==> src/rtl/drac_pkg.sv <==
// -----------------------------------------------------------------------------
// drac_pkg
// Shared constants for the data-cache port arbiter:
//   - FSM state encoding (exposed on the arbiter debug port)
//   - requester identifiers used by the round-robin last_grant register
//   - bit positions of the 4-bit exception vector {pf, misaligned, access, bus}
//   - fixed op/size driven for page-table-walker reads (load doubleword)
// -----------------------------------------------------------------------------
package drac_pkg;

    // FSM states
    localparam logic [1:0] ST_IDLE     = 2'd0;
    localparam logic [1:0] ST_WAIT_EXE = 2'd1;
    localparam logic [1:0] ST_WAIT_PTW = 2'd2;
    localparam logic [1:0] ST_DRAIN    = 2'd3;

    // Requester identity as stored in last_grant
    localparam logic GNT_EXE = 1'b0;
    localparam logic GNT_PTW = 1'b1;

    // Exception vector bit positions
    localparam int XCPT_BUS_BIT      = 0;
    localparam int XCPT_ACCESS_BIT   = 1;
    localparam int XCPT_MISALIGN_BIT = 2;
    localparam int XCPT_PF_BIT       = 3;

    // Exception vector reported on a response timeout
    localparam logic [3:0] XCPT_BUS = 4'(1 << XCPT_BUS_BIT);

    // Page-table-walker request: load doubleword, 8 bytes
    localparam logic [6:0] PTW_OP   = 7'b0000011;
    localparam logic [2:0] PTW_SIZE = 3'd3;

endpackage

==> src/rtl/dcache_port_arbiter_rr.sv <==
// -----------------------------------------------------------------------------
// rr_arbiter2
// Two-requester round-robin grant selection.
//   req_exe_i    : execute-stage request (already qualified by kill)
//   req_ptw_i    : page-table-walker request
//   last_grant_i : requester granted last (GNT_EXE / GNT_PTW)
//   grant_o      : one-hot grant, bit 0 = EXE, bit 1 = PTW
// A lone requester always wins; on a tie the one not granted last wins.
// -----------------------------------------------------------------------------
module rr_arbiter2
    import drac_pkg::*;
(
    input  logic       req_exe_i,
    input  logic       req_ptw_i,
    input  logic       last_grant_i,
    output logic [1:0] grant_o
);

    always_comb begin
        grant_o    = 2'b00;
        grant_o[0] = req_exe_i & (~req_ptw_i | (last_grant_i == GNT_PTW));
        grant_o[1] = req_ptw_i & (~req_exe_i | (last_grant_i == GNT_EXE));
    end

endmodule

==> src/rtl/dcache_port_arbiter.sv <==
// -----------------------------------------------------------------------------
// dcache_port_arbiter
// Shares one data-cache request port between the execute stage (EXE) and the
// page-table walker (PTW), with at most one request outstanding.
//
// Ports
//   clk_i, rst_i                 clock, async active-high reset
//   exe_req_*_i / exe_kill_i     execute-stage request and flush
//   exe_req_ready_o              EXE request accepted this cycle
//   ptw_req_valid_i/addr_i       PTW read request (8-byte load)
//   ptw_req_ready_o              PTW request accepted this cycle
//   dc_req_*_o / dc_req_ready_i  request to the data cache
//   dc_req_kill_o                kill forwarded to the data cache
//   dc_resp_*_i                  data-cache response
//   exe_resp_*_o / ptw_resp_*_o  response routed to its requester
//   busy_o                       a request is outstanding (EXE stall)
//   dbg_state_o                  current FSM state (drac_pkg ST_*)
//
// Handshake: a request transfers in a cycle where valid and ready are both 1;
// the requester's ready output is the arbiter's acceptance and is only high in
// the transfer cycle. The arbiter raises dc_req_valid_o only in IDLE and does
// not depend on dc_req_ready_i to decide it. Responses are single-cycle
// valid pulses with no back-pressure.
// -----------------------------------------------------------------------------
module dcache_port_arbiter
    import drac_pkg::*;
#(
    parameter int ADDR_W  = 40,
    parameter int DATA_W  = 64,
    parameter int TIMEOUT = 255
) (
    input  logic              clk_i,
    input  logic              rst_i,

    input  logic              exe_req_valid_i,
    input  logic [ADDR_W-1:0] exe_req_addr_i,
    input  logic [DATA_W-1:0] exe_req_wdata_i,
    input  logic [6:0]        exe_req_op_i,
    input  logic [2:0]        exe_req_size_i,
    input  logic              exe_kill_i,
    output logic              exe_req_ready_o,

    input  logic              ptw_req_valid_i,
    input  logic [ADDR_W-1:0] ptw_req_addr_i,
    output logic              ptw_req_ready_o,

    output logic              dc_req_valid_o,
    output logic [ADDR_W-1:0] dc_req_addr_o,
    output logic [DATA_W-1:0] dc_req_wdata_o,
    output logic [6:0]        dc_req_op_o,
    output logic [2:0]        dc_req_size_o,
    output logic              dc_req_kill_o,
    input  logic              dc_req_ready_i,

    input  logic              dc_resp_valid_i,
    input  logic [DATA_W-1:0] dc_resp_data_i,
    input  logic [3:0]        dc_resp_xcpt_i,

    output logic              exe_resp_valid_o,
    output logic [DATA_W-1:0] exe_resp_data_o,
    output logic [3:0]        exe_resp_xcpt_o,

    output logic              ptw_resp_valid_o,
    output logic [DATA_W-1:0] ptw_resp_data_o,
    output logic [3:0]        ptw_resp_xcpt_o,

    output logic              busy_o,
    output logic [1:0]        dbg_state_o
);

    localparam logic [7:0] TIMEOUT_CNT = 8'(TIMEOUT);

    logic [1:0] state_q, state_d;
    logic       last_grant_q, last_grant_d;
    logic [7:0] wait_cnt_q, wait_cnt_d;

    logic       exe_live;
    logic [1:0] grant;
    logic       timeout;

    // A killed EXE request never competes, so a PTW request still wins that cycle.
    assign exe_live = exe_req_valid_i & ~exe_kill_i;
    assign timeout  = (wait_cnt_q == TIMEOUT_CNT);

    rr_arbiter2 u_rr (
        .req_exe_i    (exe_live),
        .req_ptw_i    (ptw_req_valid_i),
        .last_grant_i (last_grant_q),
        .grant_o      (grant)
    );

    always_comb begin
        state_d          = state_q;
        last_grant_d     = last_grant_q;
        wait_cnt_d       = wait_cnt_q;

        exe_req_ready_o  = 1'b0;
        ptw_req_ready_o  = 1'b0;
        dc_req_valid_o   = 1'b0;
        dc_req_kill_o    = 1'b0;
        exe_resp_valid_o = 1'b0;
        exe_resp_data_o  = '0;
        exe_resp_xcpt_o  = '0;
        ptw_resp_valid_o = 1'b0;
        ptw_resp_data_o  = '0;
        ptw_resp_xcpt_o  = '0;

        // Request fields follow the granted requester; PTW has no store data.
        dc_req_addr_o    = grant[1] ? ptw_req_addr_i : exe_req_addr_i;
        dc_req_wdata_o   = grant[1] ? '0             : exe_req_wdata_i;
        dc_req_op_o      = grant[1] ? PTW_OP         : exe_req_op_i;
        dc_req_size_o    = grant[1] ? PTW_SIZE       : exe_req_size_i;

        case (state_q)
            ST_IDLE: begin
                dc_req_valid_o = |grant;
                if ((|grant) && dc_req_ready_i) begin
                    exe_req_ready_o = grant[0];
                    ptw_req_ready_o = grant[1];
                    last_grant_d    = grant[1] ? GNT_PTW : GNT_EXE;
                    wait_cnt_d      = 8'd0;
                    state_d         = grant[1] ? ST_WAIT_PTW : ST_WAIT_EXE;
                end
            end

            ST_WAIT_EXE: begin
                wait_cnt_d = wait_cnt_q + 8'd1;
                if (exe_kill_i) begin
                    // A response landing with the kill is simply dropped.
                    if (dc_resp_valid_i) begin
                        state_d = ST_IDLE;
                    end else begin
                        dc_req_kill_o = 1'b1;
                        state_d       = ST_DRAIN;
                    end
                end else if (dc_resp_valid_i) begin
                    exe_resp_valid_o = 1'b1;
                    exe_resp_data_o  = dc_resp_data_i;
                    exe_resp_xcpt_o  = dc_resp_xcpt_i;
                    state_d          = ST_IDLE;
                end else if (timeout) begin
                    exe_resp_valid_o = 1'b1;
                    exe_resp_xcpt_o  = XCPT_BUS;
                    state_d          = ST_IDLE;
                end
            end

            ST_WAIT_PTW: begin
                wait_cnt_d = wait_cnt_q + 8'd1;
                if (dc_resp_valid_i) begin
                    ptw_resp_valid_o = 1'b1;
                    ptw_resp_data_o  = dc_resp_data_i;
                    ptw_resp_xcpt_o  = dc_resp_xcpt_i;
                    state_d          = ST_IDLE;
                end else if (timeout) begin
                    ptw_resp_valid_o = 1'b1;
                    ptw_resp_xcpt_o  = XCPT_BUS;
                    state_d          = ST_IDLE;
                end
            end

            ST_DRAIN: begin
                // Swallow the killed request's response (or give up on timeout).
                wait_cnt_d = wait_cnt_q + 8'd1;
                if (dc_resp_valid_i || timeout) begin
                    state_d = ST_IDLE;
                end
            end

            default: begin
                state_d = ST_IDLE;
            end
        endcase

        // Handshake outputs stay quiet for the whole reset window.
        if (rst_i) begin
            exe_req_ready_o  = 1'b0;
            ptw_req_ready_o  = 1'b0;
            dc_req_valid_o   = 1'b0;
            dc_req_kill_o    = 1'b0;
            exe_resp_valid_o = 1'b0;
            ptw_resp_valid_o = 1'b0;
        end
    end

    always_ff @(posedge clk_i or posedge rst_i) begin
        if (rst_i) begin
            state_q      <= ST_IDLE;
            last_grant_q <= GNT_PTW;
            wait_cnt_q   <= 8'd0;
        end else begin
            state_q      <= state_d;
            last_grant_q <= last_grant_d;
            wait_cnt_q   <= wait_cnt_d;
        end
    end

    assign busy_o      = (state_q != ST_IDLE) & ~rst_i;
    assign dbg_state_o = state_q;

endmodule

==> config.mk <==
export PLATFORM = sky130hd
export DESIGN_NAME = dcache_port_arbiter
export DESIGN_NICKNAME = d
export VERILOG_FILES = /design/src/rtl/drac_pkg.sv /design/src/rtl/dcache_port_arbiter_rr.sv /design/src/rtl/dcache_port_arbiter.sv
export SDC_FILE = /design/constraint.sdc
export NUM_CORES = 1
export LEC_CHECK = 0
export BUFFER_PORTS_ARGS = -buffer_cell sky130_fd_sc_hd__buf_2
export CORE_AREA = 5 5 186 188
export DETAILED_ROUTE_END_ITERATION = 10
export DIE_AREA = 0 0 191 193
export PLACE_DENSITY = 0.4
export SLEW_MARGIN = 10
export SYNTH_ARGS = -nofsm -noshare
export SYNTH_HDL_FRONTEND = slang
export SYNTH_SLANG_ARGS = --single-unit
==> constraint.sdc <==
create_clock -name clk_i -period 3.2 [get_ports clk_i]
set_input_delay 0 -clock clk_i [delete_from_list [all_inputs] [get_ports clk_i]]
set_output_delay 0 -clock clk_i [all_outputs]
set_load 0.01 [all_outputs]
Word level (Yosys, flattened, before mapping). Cells that the tools add are included.

Register bits: 11. Input bits: 229. Output and inout bits: 259. Word-level logic and storage cells: 72.

Add/sub/neg operators: 1. Equality and inequality tests: 6. Mux-type cells: 43. Bitwise logic cells: 11. Reduce and logical (&&, ||, !) cells: 8.

Operator list (count): 64-bit two-way mux (5); 40-bit two-way mux (1); 1-bit two-way mux (21); 4-bit two-way mux (4); 8-bit case mux with 2 select lines (1); 2-bit two-way mux (7); 8-bit by 1-bit adder with 8-bit output (second input constant) (1); 8-bit == test (second input constant) (1); 8-bit two-way mux (1); 2-bit case mux with 4 select lines (1); 7-bit two-way mux (1); 1-bit NOT (5); 1-bit AND (4); 2-bit == test (second input constant) (2); 2-bit != test (second input constant) (2); 2-bit AND reduction (2); 3-bit two-way mux (1); 3-bit OR reduction (1); 2-bit by 1-bit == test with 1-bit output (second input constant) (1); 2-bit zero test (1); 1-bit bitwise OR (2); 2-bit nonzero test (1); 2-bit OR reduction (1); 1-bit logical AND (1); 1-bit logical OR (1).

Depth between registers and ports, before layout.
Depth in word-level cells: 10. Depth in mapped cells: 6. Mapped depth without buffers: 5.

Cells and area by module. Synthesis repeated with hierarchy kept, for this count alone.

Cell total of the unflattened synthesis: 429. Area total of the unflattened synthesis: 2610.0 µm².

Modules (own cells, without submodules): dcache_port_arbiter (times used 1, cells each 426, area an instance 2591.2 µm², seq. area each 276.5 µm²); rr_arbiter2 (times used 1, cells each 3, area an instance 18.8 µm², seq. area each 0.0 µm²).

Worst setup path after synthesis. Ideal clock, no wire load.

Kind: reg-to-output. From: reg state_q[1] (netlist: dbg_state_o[1]). To: out exe_resp_data_o[52]. Arrival: 1.398 ns. Required time: 3.200 ns. Path slack: 1.802 ns. Stages on the path, launching flop included: 6. Path buffers: 3. Cells stage by stage: dfrtp_1 -> or3b_1 -> buf_2 -> buf_6 -> buf_6 -> nor2_1.

Word-level cells in the longest chain between the ends: 2.

RTL lines: start: declaration (RTL line dcache_port_arbiter.sv:73) `logic [1:0] state_q, state_d;`; start signal: assignment (RTL line dcache_port_arbiter.sv:192) `state_q <= state_d;`; 2-bit by 1-bit == test with 1-bit output (RTL line dcache_port_arbiter.sv:114) `case (state_q)`; 64-bit two-way mux (RTL line dcache_port_arbiter.sv:114); end: declaration (RTL line dcache_port_arbiter.sv:60) `output logic [DATA_W-1:0] exe_resp_data_o,`.

No other way between the ends.

Final worst setup path.
From: reg state_q[1] (netlist: dbg_state_o[1]). To: out exe_resp_data_o[3].

Same word-level chain as after synthesis.

==> key figures <==
Logic synthesis
  – Synth unique cells: 31
  – Mapped cell area: 2470 µm²
  – Ys Warns: 0
  – Post-Synthesis Cells: 425
  – Sequential area share after synthesis: 0.112
  – Post-synthesis net count: 655
  – Synthesis-stage register bit count: 11
  – Mean Syn Cell Area: 5.81 µm²

Critical path
  – WP data arrival: 2000 ps
  – CP Capture Type: primary output
  – Critical path startpoint: dbg_state_o[1]$_DFFE_PP0P_
  – Crit Path Class: flop to primary output
  – Slowest CP cell: or3b_2
  – CP required: 3200 ps
  – Startpoint Class: flop
  – Crit-path cells: or3b_2 > buf_4 > nor2_1 > buf_2
  – CP Max Fanout: 69
  – Critical R2R Launch: wait_cnt_q[0]$_DFFE_PP0P_
  – Worst path max stage delay: 480 ps

Clock tree
  – CTS tree: yes
  – Clk Tree Root Cell: clkbuf_16
  – Clock Pin Slew Worst Setup and Hold Paths: 40 ps
  – Sink Count: 11
  – Clock Path Buffers: 2
  – H-tree levels: 1
  – Clock Latency Late Sink: 240 ps
  – Num CTS Buffers: 3

Pwr
  – Cell Int Power: 765 µW
  – Flop pwr share: 0.144
  – Peak VDD IR: 142 µV
  – Psw: 636 µW
  – Sw frac: 0.454
  – PwrDens: 256 nW/µm²
  – Combinational Power Share: 0.691
  – Clk pwr share: 0.165
  – Leak: 3.21 nW

STA
  – Min setup slack post-route: 1200 ps
  – Setup TNS: 0 ps
  – Worst slew pin tran: 757 ps
  – Layout Skew: 0.649 ps
  – Final Hold Slack: 115 ps
  – Slew headroom: 0.495
  – Final Critical Period: 2000 ps
  – RSZ-0062 raised after global routing: no
  – Final worst-path cycle share: 0.624
  – Max Clk Rate: 0.501 GHz
  – Final hold violation count: 0
  – Final max-slew violation count: 0
  – Final setup fails: 0

Routing
  – DR vias/cell: 3.40
  – Routed wire length: 19,800 µm
  – Drt pass-1 iters: 7
  – DRC Markers: 0
  – Detailed-route via count: 4,541
  – DR iter-0 viols: 142
  – Wirelength per Cell: 14.8 µm
  – Post-route ant nets: 0

Layout
  – Commonest cells after routing, fill and taps aside: buf_2, nor2_1, nand2_1
  – Fraction of layout cells with a size suffix above 1: 0.613
  – Most common library cell in the layout ignoring fill and taps: buf_2
  – Nets: 1,118
  – Fin util: 0.166
  – P&R area growth vs syn: 121%
  – Final Cell Area: 5470 µm²

Global route
  – Vias in the first global route: 4,301
  – Initial antenna violation count: 4
  – GR Overflow Total: 0
  – Global-route wire length before repair: 26,100 µm
  – GRT Util Overall: 0.0912
  – Largest net degree at the start of global routing: 70

Floorplan
  – Core ar.: 32,900 µm²
  – Die W: 191 µm
  – # IOs: 488
  – Die height: 193 µm
  – # rows: 67
  – Die footprint: 36,900 µm²
  – Initial Util: 0.0750

Job
  – # Max-Cap Violations: 0

Outcome
  – Status: complete, no violations

Worst hold path
  – Min-Delay Path Class: input port to flop
  – Hold Startpoint: dc_req_ready_i

Place
  – Post-DP HPWL: 17,500 µm
  – GPL Wtd Cong: 0.782
  – Port bufs: 487
  – Dpl ws: 1460 ps
  – Placed Area: 5380 µm²
[registers in the layout (all words and copies together) (netlist names)]
name / count
dbg_state_o: 2
last_grant_q: 1
wait_cnt_q: 8
[power groups by stage]
stage                     Clock, mW  Sequential (mW)  Combinational (mW)
final                         0.231            0.202               0.968
after global routing          0.244            0.209                1.07
after CTS                     0.238            0.203               0.986
after detailed placement          0            0.205               0.982
after global placement            0            0.203               0.989
after floorplan                   0            0.200               0.525
[Yosys cell counts]
library cell | number | area share
clkbuf_1 | 24 | 0.036
buf_4 | 4 | 0.012
a31oi_1 | 1 | 0.0025
nand2_1 | 75 | 0.11
buf_6 | 2 | 0.0091
o31ai_1 | 2 | 0.0061
clkbuf_2 | 3 | 0.0061
mux2_2 | 40 | 0.18
nand2_2 | 1 | 0.0025
o211ai_1 | 4 | 0.012
nor2b_2 | 1 | 0.0035
or2_2 | 1 | 0.0025
inv_1 | 2 | 0.0030
and3_1 | 2 | 0.0051
dfstp_2 | 1 | 0.011
nor3_1 | 5 | 0.010
nand2b_1 | 5 | 0.013
xnor2_1 | 1 | 0.0035
and2_1 | 70 | 0.18
dfrtp_1 | 10 | 0.10
nor2_1 | 143 | 0.22
ha_1 | 1 | 0.0051
nand3_1 | 4 | 0.0081
nor3b_1 | 2 | 0.0061
buf_2 | 5 | 0.010
or3b_1 | 1 | 0.0035
a21oi_1 | 1 | 0.0020
nand4_1 | 4 | 0.010
or4bb_1 | 1 | 0.0046
xor2_1 | 1 | 0.0035
o21ai_0 | 8 | 0.016
[critical path: cells and delay by family (launching register included)]
kind / cells / cell delay, ps
flip-flops: 1 / 430
AND/OR/NAND/NOR: 2 / 740
buffers and inverters: 2 / 500
[stage by stage]
| stage | cells | total power, mW |
|---|---|---|
| after global placement | 1330 | 1.19 |
| after global routing | 1336 | 1.52 |
| after detailed placement | 1330 | 1.19 |
| after floorplan | 425 | 0.725 |
| final | 1336 | 1.40 |
| after CTS | 1335 | 1.43 |
[per-layer routing]
metal,GRT usage,wire length [µm],part of all wire,up-vias
met4,0.0144,135,0.0068,2
met1,0.113,7670,0.39,1974
met3,0.0202,1990,0.10,14
met5,0,13,0.00066,-
met2,0.165,9980,0.50,291
li1,-,-,-,2260
[path summary, 6_finish.rpt]
path	endpoint	slack, ps	depth (start not counted)
max	exe_resp_data_o[3]	1200	4
min	wait_cnt_q[1]$_DFFE_PP0P_	120	4
max reg2reg	dbg_state_o[0]$_DFFE_PP0P_	1700	5
min reg2reg	wait_cnt_q[7]$_DFFE_PP0P_	490	1
max in group asynchronous	last_grant_q$_DFFE_PP1P_	2460	3
min in group asynchronous	dbg_state_o[0]$_DFFE_PP0P_	410	3
[repair_timing]
item / in CTS / in global routing
hold buffers: 1 / 0
hold endpoints to repair: 10 / 0
buffers inserted: 0 / 0
gates resized for setup: 0 / 0
[layout make-up]
class,count,area [µm²]
fillers,3810,27500
flip-flops and latches,11,277
inverters,2,7.51
clock buffers,4,78.8
diodes,1,2.50
repair buffers,496,2530
multi-input cells,374,2010
well taps,448,561
[kinds of logic (layout without fill, tap and decap cells)]
| group | count (synthesis) | in the layout | synth area share |
|---|---|---|---|
| and+or+nand+nor | 315 | 315 | 0.578 |
| muxes | 40 | 40 | 0.182 |
| buffers and inverters | 40 | 502 | 0.0770 |
| AOI/OAI and AO/OA | 16 | 16 | 0.0390 |
| DFF | 11 | 11 | 0.112 |
| xor gates and xnor gates | 2 | 2 | 0.00709 |
| adders and majority gates | 1 | 1 | 0.00507 |
| other | 0 | 1 | 0 |
Note: power is estimated with default switching activity, not from simulation.
